===== config.mk =====
export PLATFORM = sky130hd
export DESIGN_NAME = mem_byte_sequencer
export DESIGN_NICKNAME = d
export VERILOG_FILES = /design/src/rtl/mem_byte_sequencer.sv
export SDC_FILE = /design/constraint.sdc
export NUM_CORES = 1
export LEC_CHECK = 0
export ABC_AREA = 1
export ABC_CLOCK_PERIOD_IN_PS = 3200
export CAP_MARGIN = 30
export CELL_PAD_IN_SITES_DETAIL_PLACEMENT = 0
export CELL_PAD_IN_SITES_GLOBAL_PLACEMENT = 2
export CORE_AREA = 8 8 160 222
export DETAILED_ROUTE_END_ITERATION = 10
export DIE_AREA = 0 0 168 230
export GPL_TIMING_DRIVEN = 1
export PLACE_DENSITY = 0.74
export SETUP_SLACK_MARGIN = 0.05
export SYNTH_ARGS = -nofsm -noshare
export SYNTH_HDL_FRONTEND = slang
export SYNTH_SLANG_ARGS = --single-unit

===== constraint.sdc =====
create_clock -name clk -period 3.2 [get_ports clk]
set_clock_uncertainty 0.15 [all_clocks]
set_input_delay 0.32 -clock clk [delete_from_list [all_inputs] [get_ports clk]]
set_output_delay 0.32 -clock clk [all_outputs]
set_load 0.01 [all_outputs]

===== src/rtl/mem_byte_sequencer.sv =====
// Byte-serial load/store sequencer between the MEM stage and a byte-wide,
// single-port, synchronous-read data RAM (big-endian multi-byte accesses).
module mem_byte_sequencer #(
    parameter int unsigned MEM_BYTES = 4000,
    parameter int unsigned ADDR_W    = 12
) (
    input  logic              clk,
    input  logic              reset,
    input  logic              req_valid,
    input  logic              req_write,
    input  logic [1:0]        req_load_mode,
    input  logic [31:0]       req_addr,
    input  logic [31:0]       req_wdata,
    output logic              req_ready,
    output logic              stall,
    output logic              resp_valid,
    output logic [31:0]       resp_rdata,
    output logic              err,
    output logic [ADDR_W-1:0] ram_addr,
    output logic              ram_we,
    output logic [7:0]        ram_wdata,
    input  logic [7:0]        ram_rdata
);

    typedef enum logic [1:0] {IDLE, READ, WRITE, DONE} state_t;

    state_t            state, state_next;
    logic [2:0]        cnt;
    logic [ADDR_W-1:0] addr_r, addr_hold, addr_cur;
    logic [31:0]       wdata_r;
    logic [1:0]        mode_r;
    logic [23:0]       asm_r;
    logic [31:0]       asm_next, load_result;
    logic [7:0]        wdata_hold, wr_byte;
    logic              accept, reject;
    logic [2:0]        req_bytes, cur_bytes;
    logic [32:0]       req_last;

    always_comb begin
        req_ready = (state == IDLE) && !reset;
        accept    = req_valid && req_ready;
        req_bytes = (req_write || req_load_mode == 2'b00) ? 3'd4 : 3'd2;
        // 33-bit sum so addresses near the top of the 32-bit space cannot wrap
        req_last  = {1'b0, req_addr} + {30'b0, req_bytes} - 33'd1;
        reject    = (!req_write && req_load_mode == 2'b11) || (req_last >= 33'(MEM_BYTES));

        cur_bytes = (mode_r == 2'b00) ? 3'd4 : 3'd2;
        addr_cur  = addr_r + ADDR_W'(cnt);
        asm_next  = {asm_r, ram_rdata};

        case (cnt[1:0])
            2'd0:    wr_byte = wdata_r[31:24];
            2'd1:    wr_byte = wdata_r[23:16];
            2'd2:    wr_byte = wdata_r[15:8];
            default: wr_byte = wdata_r[7:0];
        endcase

        case (mode_r)
            2'b01:   load_result = {{16{asm_next[15]}}, asm_next[15:0]};
            2'b10:   load_result = {16'b0, asm_next[15:0]};
            default: load_result = asm_next;
        endcase

        stall     = !reset && ((state == IDLE && req_valid) || state == READ || state == WRITE);
        ram_we    = (state == WRITE);
        ram_addr  = addr_hold;
        ram_wdata = wdata_hold;
        if (state == WRITE || (state == READ && cnt != cur_bytes))
            ram_addr = addr_cur;
        if (state == WRITE)
            ram_wdata = wr_byte;

        state_next = state;
        case (state)
            IDLE:    if (accept) state_next = reject ? DONE : (req_write ? WRITE : READ);
            READ:    if (cnt == cur_bytes) state_next = DONE;
            WRITE:   if (cnt == 3'd3) state_next = DONE;
            default: state_next = IDLE;
        endcase
    end

    always_ff @(posedge clk) begin
        if (reset) begin
            state      <= IDLE;
            cnt        <= '0;
            resp_valid <= 1'b0;
            err        <= 1'b0;
            resp_rdata <= '0;
            addr_hold  <= '0;
            wdata_hold <= '0;
            addr_r     <= '0;
            wdata_r    <= '0;
            mode_r     <= '0;
            asm_r      <= '0;
        end else begin
            state      <= state_next;
            resp_valid <= (state_next == DONE);
            err        <= accept && reject;
            if (accept) begin
                addr_r  <= req_addr[ADDR_W-1:0];
                wdata_r <= req_wdata;
                mode_r  <= req_load_mode;
                cnt     <= '0;
                if (reject)
                    resp_rdata <= '0;
            end
            // read data lags the address by one cycle, so capture starts on the second READ cycle
            if (state == READ) begin
                if (cnt != '0)
                    asm_r <= asm_next[23:0];
                if (cnt != cur_bytes) begin
                    cnt       <= cnt + 3'd1;
                    addr_hold <= addr_cur;
                end else begin
                    resp_rdata <= load_result;
                end
            end
            if (state == WRITE) begin
                cnt        <= cnt + 3'd1;
                addr_hold  <= addr_cur;
                wdata_hold <= wr_byte;
            end
        end
    end

endmodule


Word-level counts from Yosys, hierarchy flattened --
Index checks and enable logic that the tools add are counted.
Storage, ports and cells: output and inout bits 57, bits of input ports 78, register bits after elaboration 129
Cells by class: add/sub/neg operators 4, order comparisons 1, equal/unequal tests 11, reduce and logical (&&, ||, !) cells 23, mux-type cells 23
Operators by type and width (number):
- 2-to-1 mux 32 bit | 4
- case mux 32 bit (2 select lines) | 1
- 2-to-1 mux 12 bit | 4
- adder 32 x 3 -> 33 bit | 1
- >= comparator 33 x 12 -> 1 bit, second input constant | 1
- subtractor 33 x 1 -> 33 bit, second input constant | 1
- case mux 8 bit (3 select lines) | 1
- 2-to-1 mux 3 bit | 6
- adder 12 x 3 -> 12 bit | 1
- == test 2 bit, second input constant | 5
- 2-to-1 mux 2 bit | 5
- zero test 2 bit | 4
- 2-to-1 mux 8 bit | 1
- logical AND 1 bit | 7
- == test 2 x 1 -> 1 bit, second input constant | 3
- case mux 2 bit (3 select lines) | 1
- logical OR 1 bit | 5
- AND reduction 2 bit | 2
- nonzero test 2 bit | 2
- adder 3 x 1 -> 3 bit, second input constant | 1
- == test 3 x 2 -> 1 bit, second input constant | 1
- == test 3 bit | 1
- inequality test 3 bit | 1
- nonzero test 3 bit | 1
- zero test 1 bit | 2

Depth between registers and ports, before layout --
Gate-level depths: netlist (run 1).
depth in word-level cells 11, gate-level depth with buffers 25, depth with buffers taken out 25

Worst setup path before layout (run 1) --
No wires, ideal clock.
path type input port to flip-flop, start in req_load_mode[0], end reg resp_rdata[2], path slack 0.218 ns, path buffers 1, library setup time 0.067 ns, data required time 2.983 ns, arrival time 2.765 ns, stages on the path 21, cell sequence o21ai_0 ha_1 nor2_1 inv_1 fa_1 inv_1 nand3_1 nand2_1 nand3_1 nand3_1 nand2_1 nand3_1 nand2_1 a21oi_1 nand3_1 nor2_2 nand2_1 nand2_4 buf_6 nand2_1 a21oi_2
On the way: longest elaborated chain between the ends 11, elaborated cells on any way between the ends 13, classes of those cells add/sub (2); order compare (1); eq/ne (1); mux (5); reduce/logical (4)
Ends and longest elaborated chain:
- start, declared | line 11 | input logic [1:0] req_load_mode,
- zero test 2 bit | line 42 | req_bytes = (req_write || req_load_mode == 2'b00) ? 3'd4 : 3'd2;
- logical OR 1 bit | line 42
- 2-to-1 mux 3 bit | line 42
- adder 32 x 3 -> 33 bit | line 44 | req_last = {1'b0, req_addr} + {30'b0, req_bytes} - 33'd1;
- subtractor 33 x 1 -> 33 bit | line 44
- >= comparator 33 x 12 -> 1 bit | line 45 | reject = (!req_write && req_load_mode == 2'b11) || (req_last >= 33'(MEM_BYTES));
- logical OR 1 bit * | line 45
- 2-to-1 mux 32 bit * | line 104 | if (reject)
- 2-to-1 mux 32 bit * | line 99 | if (accept) begin
- 2-to-1 mux 32 bit | line 111 | if (cnt != cur_bytes) begin
- 2-to-1 mux 32 bit * | line 108 | if (state == READ) begin
- end signal, assigned | line 115 | resp_rdata <= load_result;
- end, declared | line 17 | output logic [31:0] resp_rdata,
Mark *: on every way between the ends. The rest lies on a longest branch, timed or not. A chain may end at the register's enable or synchronous reset.

Worst setup path in the final report (run 1) --
start reg mode_r[0], end out ram_addr[5]
On the way: longest elaborated chain between the ends 6
Ends and longest elaborated chain:
- start, declared | line 31 | logic [1:0] mode_r;
- start signal, assigned | line 102 | mode_r <= req_load_mode;
- zero test 2 bit | line 47 | cur_bytes = (mode_r == 2'b00) ? 3'd4 : 3'd2;
- 2-to-1 mux 3 bit | line 47
- inequality test 3 bit | line 68 | if (state == WRITE || (state == READ && cnt != cur_bytes))
- logical AND 1 bit | line 68
- logical OR 1 bit | line 68
- 2-to-1 mux 12 bit | line 68
- end, declared | line 19 | output logic [ADDR_W-1:0] ram_addr,
No other way between the ends.

==> flow_summary.toml, run 1 <==
[timing]
layout_setup_ws_ps = 197
rsz0062_at_grt = "no"
finalCritPeriodShare = 0.938
slew_viol_final = 0
setup-tns-final_ps = 0
tightest_slew_ps = 662
maxSlewHeadroom = 0.558
min_period_ps = 3000
fmax_ghz = 0.333
hold_viol_final = 0
finalSetupViolCount = 0

[synth]
ys_ff_latch = 129
netlist_area_sq_um = 8270
synth_compound_area_frac = 0.122
synth-adder-area-share = 0.0760
ys_seq_area_frac = 0.312
yosys_warnings = 0
async_reset_ff_frac = 0
syn-instance-count = 1364
yosysUniqueCellTypes = 31
synthMuxAreaShare = 0
ys.flop_type = "dfxtp_1"
synthSimpleGateAreaFrac = 0.347
synth_edf_count = 0
syn_nets = 1491
synth_top_family_by_area = "simple AND/OR/NAND/NOR gates"
synth_xor_area_frac = 0.0127
synth_area_per_cell_sq_um = 6.06

[global_route]
grt_pass1_vias = 8732
grt_pass1_wl_um = 45000
grt_max_degree = 65
antenna_found_initial = 1
groute.usage.overall = 0.145
grt_overflow = 0

[drt]
ant_nets = 0
drt_iter0_drc = 416
wl_per_cell_um = 14.2
via_per_inst = 4.38
routed_wl_um = 28500
drc = 0
first_pass_iters = 4
num_vias = 8823

[clocking]
insertion_delay_ps = 420
cts_buffers = 17
htree_levels = 4
clock_path_buffers = 2
clk_pin_slew_ps = 60
cts-root-buf = "clkbuf_16"
cts_tree = "built"
clkSinkCount = 129

[critical_path]
cp_max_fo = 14
required_ps = 2730
crit_type = "reg2out"
reg2regPathDepth = 11
rr_endpoint = "resp_rdata[17]$_SDFF_PP0_"
cp-end-kind = "output pin"
r2r_start = "state[0]$_SDFF_PP0_"
critPathArrivalTime_ps = 2530
startpoint_type = "register"
ff2ff_setup_slack_ps = 840

[worst_hold_path]
min-delay-start = "req_addr[8]"
hold_path_class = "in2reg"
whs_path_depth = 4
min_to = "addr_r[8]$_SDFFE_PP0P_"

[floorplanning]
die_h_um = 230
dieArea_sq_um = 38600
rows = 78
core_sq_um = 32100
die_w_um = 168
initial_utilization = 0.257
top_level_ports = 135

[final_layout]
multiInputGateArea_sq_um = 5040
fin_cells = 2014
seqCellArea_sq_um = 2580
antenna_cells = 0
layout.nets = 1729
drive_above_1_share = 0.176
fin_area_sq_um = 12000
syn_to_final_growth_pct = 45.5
fillers = 3538

[placed_design]
numPortBuffers = 134
hpwl_um = 22700
place_inst = 1972
placed_area_sq_um = 10900
dp_slack_ps = -686
place.gp.congestion = 0.833

[power_and_ir_drop]
p_leak_nw = 5.72
ir_worst_vdd_mv = 0.315
powerDensity_nw_per_um2 = 592

[job]
drv_cap = 0

[run_status]
status = "finished clean"
layer usage:
metal | global-route usage | vias to the layer above | share of wire
met2 | 0.284 | 119 | 0.55
met1 | 0.154 | 3975 | 0.41
met3 | 0.0240 | 24 | 0.031
met4 | 0.0470 | 2 | 0.015
li1 | - | 4703 | -
met5 | 0 | - | 0.00032
worst max-delay path, cell delays in order, from the launching register on:
cell,delay [ps]
dfxtp_1,310
inv_1,70
ha_1,190
a21boi_2,230
nor3_2,70
o21ai_2,180
clkinv_1,130
buf_4,200
o21ai_1,180
clkdlybuf4s50_1,560
cells by family after synthesis:
kind of cell	after synthesis
AO/OA/AOI/OAI	197
XOR/XNOR	12
AND/OR/NAND/NOR	698
adder cells (fa/ha/maj)	49
buffers and inverters	279
flip-flops	129
how the worst max path moves through the flow:
stage / from / end / slack, ps / cells past startpoint
after floorplan: req_load_mode[0] / resp_rdata[2]$_SDFF_PP0_ / 220 / 21
after global placement: req_write / resp_rdata[2]$_SDFF_PP0_ / -670 / 23
after detailed placement: req_write / resp_rdata[12]$_SDFF_PP0_ / -690 / 23
after CTS: mode_r[1]$_SDFFE_PP0P_ / ram_addr[5] / 40 / 9
after global routing: req_addr[3] / resp_rdata[17]$_SDFF_PP0_ / 20 / 21
final: mode_r[0]$_SDFFE_PP0P_ / ram_addr[5] / 200 / 9
metrics by stage:
stage / util / power [mW] / hold slack, ps
2_1_floorplan: - / 3.73 / 280
3_3_place_gp: 0.339 / 5.04 / 304
3_5_place_dp: 0.339 / 5.06 / 310
4_1_cts: 0.365 / 7.19 / 220
5_1_grt: 0.375 / 7.64 / 247
6_report: 0.375 / 7.13 / 214
layout by cell type (no fill, tap or decap), types with 3 or more instances in the layout:
cell,n
inv_2,9
bufinv_16,3
a21oi_2,24
nor2_1,114
ha_4,5
nand3_2,11
xor2_1,9
clkbuf_16,17
o21ai_0,81
buf_4,125
inv_1,219
nor3_1,3
a21oi_1,78
dfxtp_1,128
nand2_2,26
buf_12,6
nand3b_1,8
nand2_4,3
nand3_1,90
nand4_1,7
nor3_2,8
ha_1,40
dlygate4sd2_1,6
nor2_2,13
clkinv_2,4
dlymetal6s2s_1,3
and2_1,12
clkinv_4,4
clkdlybuf4s50_1,119
nand2_1,398
registers in the layout (all words and copies together), names as in the netlist:
register    flops
mode_r          2
asm_r          24
cnt             3
state           2
addr_r         12
wdata_hold      8
addr_hold      12
resp_rdata     32
err             1
resp_valid      1
wdata_r        32
final cells by class:
cell class              instances  area share
multi-input cells             956       0.419
flip-flops and latches        129       0.215
repair buffers                267       0.202
inverters                     231      0.0722
well taps                     400      0.0416
clock buffers                  19      0.0368
clock inverters                12      0.0131
power by group:
part | switching [mW] | internal [mW]
Clock | 0.751 | 1.25
Sequential | 0.172 | 1.94
Combinational | 1.75 | 1.26
Total | 2.67 | 4.45
synth_stat cells (all sizes together), types with 3 or more instances:
library cell  count  area [sq um]
inv             228           856
nor2            129           492
buf               9          56.3
nand4             7          43.8
clkbuf           39           146
nand2           428          1620
and2             12          75.1
xor2             10          87.6
o21bai            4          30.0
nand3b            8          60.1
clkinv            3          11.3
dfxtp           129          2580
o21ai            85           425
a21oi           103           519
nand3           101           505
nor3             11          60.1
ha               47           588
repair_timing:
action / 4_1_cts / 5_1_grt
gates cloned: 2 / 0
resized for setup: 50 / 98
hold buffers: 0 / 0
setup buffers: 8 / 3
setup endpoints to repair: 48 / 46
pin swaps: 10 / 31
Power figures use the tool's default switching activity.
==> inputs of run 2 (changes only) <==
Settings changed: ABC_AREA 1 to default, CORE_AREA 8 8 160 222 to 8 8 152 212, DIE_AREA 0 0 168 230 to 0 0 160 220, PLACE_DENSITY 0.74 to 0.73, SLEW_MARGIN from default to 20.
==> run 2 against run 1 <==
Net effect:
- the run now ends with setup timing left
- maximum frequency shrank 13%
- flip-flop and latch count unchanged
- worst setup slack worse by 450 ps
- routed wire length fell by 1.2%
- synthesized area fell by 3.1%
- critical path depth increased by 9
- worst hold slack worse by 150 ps
- sequential share of layout area up 0.11 points
- largest cell class unchanged
==> flow_summary.toml, run 2 <==
[timing]
finalSetupViolCount = 36
hold_viol_final = 0
finalCritPeriodShare = 1.08
rsz0062_at_grt = "yes"
maxSlewHeadroom = 0.578
layout_setup_ws_ps = -251
slew_viol_final = 0
min_period_ps = 3450
fmax_ghz = 0.290
timing.hold.ws_ps = 66.0
tightest_slew_ps = 633

[run_status]
violations = "setup timing"
status = "complete, but fails checks"

[final_layout]
layout_common_cells = "nand2_1, buf_4, dfxtp_1"
reg.largest.list = "resp_rdata: 32 flops, wdata_r: 32 flops, asm_r: 24 flops"
syn_to_final_growth_pct = 49.3
layout_commonest_cell = "nand2_1"
drive_above_1_share = 0.245
fin_area_sq_um = 12000
antenna_cells = 0
layout.nets = 1443

[synth]
synth_top_cell_area_share = 0.322
ys.flop_type = "dfxtp_1"
syn-instance-count = 1056
netlist_area_sq_um = 8010
synth_area_per_cell_sq_um = 7.59
ys_seq_area_frac = 0.322
synth_area_leader_cell = "dfxtp_1"
yosys_warnings = 0
yosysUniqueCellTypes = 61
ys_top_cells_by_area = "dfxtp_1, nand2_1, ha_1, o21ai_0, a21oi_1"
synth_edf_count = 0
ys_ff_latch = 129
async_reset_ff_frac = 0
syn_nets = 1183
yosysMostFrequentCell = "nand2_1"
synth_commonest_cells = "nand2_1, dfxtp_1, o21ai_0"

[floorplanning]
top_level_ports = 135
die_w_um = 160
die_h_um = 220
core_sq_um = 28900
dieArea_sq_um = 35200
initial_utilization = 0.277
rows = 74

[clocking]
cts_buffers = 17
cts-root-buf = "clkbuf_16"
cts_tree = "built"
htree_levels = 4
insertion_delay_ps = 420
clk_pin_slew_ps = 60
clkSinkCount = 129
clock_path_buffers = 2
cts_hold_buf = 0

[placed_design]
numPortBuffers = 134
place.gp.congestion = 0.886
placed_area_sq_um = 10900
hpwl_um = 21800

[power_and_ir_drop]
powerDensity_nw_per_um2 = 530
p_leak_nw = 4.82
ir_worst_vdd_mv = 0.301

[critical_path]
cp_max_fo = 5
required_ps = 3370
slowest_stage = "fa_2"
cpMostUsedCell = "buf_6"
startpoint_type = "input port"
crit_type = "in2reg"
critPathArrivalTime_ps = 3620
ff2ff_setup_slack_ps = 790
rr_endpoint = "resp_rdata[25]$_SDFF_PP0_"
worstPathCellList = "buf_6 -> or2_4 -> ha_4 -> nand2b_4 -> fa_2 -> nor2b_4 -> o2111a_1 -> buf_6 -> o211ai_1 -> nand3_2 -> buf_12 -> mux2i_4 -> o2111ai_2 -> nor4_4 -> o2111ai_4 -> buf_12 -> buf_6 -> a32o_1"
reg2regPathDepth = 10
cp-startpoint = "req_write"
slowest_delay_ps = 350
r2r_start = "mode_r[0]$_SDFFE_PP0P_"
cp-end-kind = "register"

[global_route]
grt-busiest-layer = "met2"
grt_overflow = 0
grt_pass1_wl_um = 45100
grtUsageMet1 = 0.171
antenna_found_initial = 0
use_met2 = 0.302
grt_pass1_vias = 8637
grt_use_met3 = 0.0297
groute.usage.overall = 0.161
grt_max_degree = 75

[worst_hold_path]
min-delay-start = "req_load_mode[1]"
whs_path_depth = 4
min_to = "mode_r[1]$_SDFFE_PP0P_"
hold_path_class = "in2reg"

[drt]
ant_nets = 0
wl_per_cell_um = 16.5
num_vias = 8304
first_pass_iters = 7
via_per_inst = 4.86
routed_wl_um = 28200
drc = 0
drt_iter0_drc = 293

[job]
drv_cap = 0
-- run 2: cell count changes in the layout (fill, tap and decap cells not counted), moves of 32 or more --
cell      previous run  this run
a32oi_1              0        32
nor2_1             114        62
inv_1              219        63
buf_4              125       172
nand2_1            398       176
nand3_1             90        13
nand2b_1             0        34
-- run 2: final cells by class --
class                      count  area [sq um]
multi-input combinational    787          5340
timing repair buffer         314          2760
tap                          380           475
sequential                   129          2580
inverter                      67           251
clock buffer                  19           443
clock inverter                12           109
fill                        3070         16900
-- run 2: worst max-delay path by stage --
stage                                     end  slack, ps
global route              state[1]$_SDFF_PP0_       -340
global placement     resp_rdata[0]$_SDFF_PP0_      -1020
CTS                     resp_valid$_SDFF_PP0_       -170
detailed placement   resp_rdata[0]$_SDFF_PP0_      -1110
floorplan           resp_rdata[11]$_SDFF_PP0_       -100
finish                  resp_valid$_SDFF_PP0_       -250
-- run 2: logic make-up after synthesis --
| group | share of synthesized area |
|---|---|
| compound gates | 0.271 |
| mux | 0.0214 |
| fa+ha+maj | 0.0784 |
| flops | 0.322 |
| xor+xnor | 0.0262 |
| buf+inv | 0.0696 |
| simple gates | 0.211 |
-- run 2: repair_timing --
action | 4_1_cts | 5_1_grt
endpoints found under the setup margin | 50 | 51
buffers inserted | 13 | 0
pin swaps | 32 | 12
gates resized for setup | 101 | 37
cloned | 1 | 0
-- run 2: worst max-delay path: cells and delay by family --
kind | cells | cell delay (ps)
buf+inv | 5 | 600
mux | 1 | 210
compound gates | 5 | 850
fa+ha+maj | 2 | 570
simple gates | 5 | 1040
-- run 2: metrics by stage --
stage / setup TNS (ps) / power (mW) / worst slack [ps] / instances / util
after floorplan: -3340 / 3.34 / -104 / 1056 / -
after global placement: -35080 / 4.53 / -1020 / 1663 / 0.377
after detailed placement: -37990 / 4.54 / -1110 / 1663 / 0.377
after CTS: -3420 / 6.43 / -171 / 1708 / 0.410
after global routing: -9520 / 6.79 / -337 / 1708 / 0.414
final: -6560 / 6.35 / -251 / 1708 / 0.414
-- run 2: per-layer routing --
layer	share of wire	wire length (um)
met5	0	0
met4	0.034	949
met3	0.029	805
met2	0.53	14900
met1	0.41	11600
-- run 2: power by group --
| part | switching (mW) | leakage (nW) | internal (mW) | total, mW |
|---|---|---|---|---|
| Clock | 0.737 | 0.270 | 1.09 | 1.82 |
| Sequential | 0.141 | 1.05 | 1.83 | 1.97 |
| Combinational | 1.40 | 3.51 | 1.15 | 2.55 |
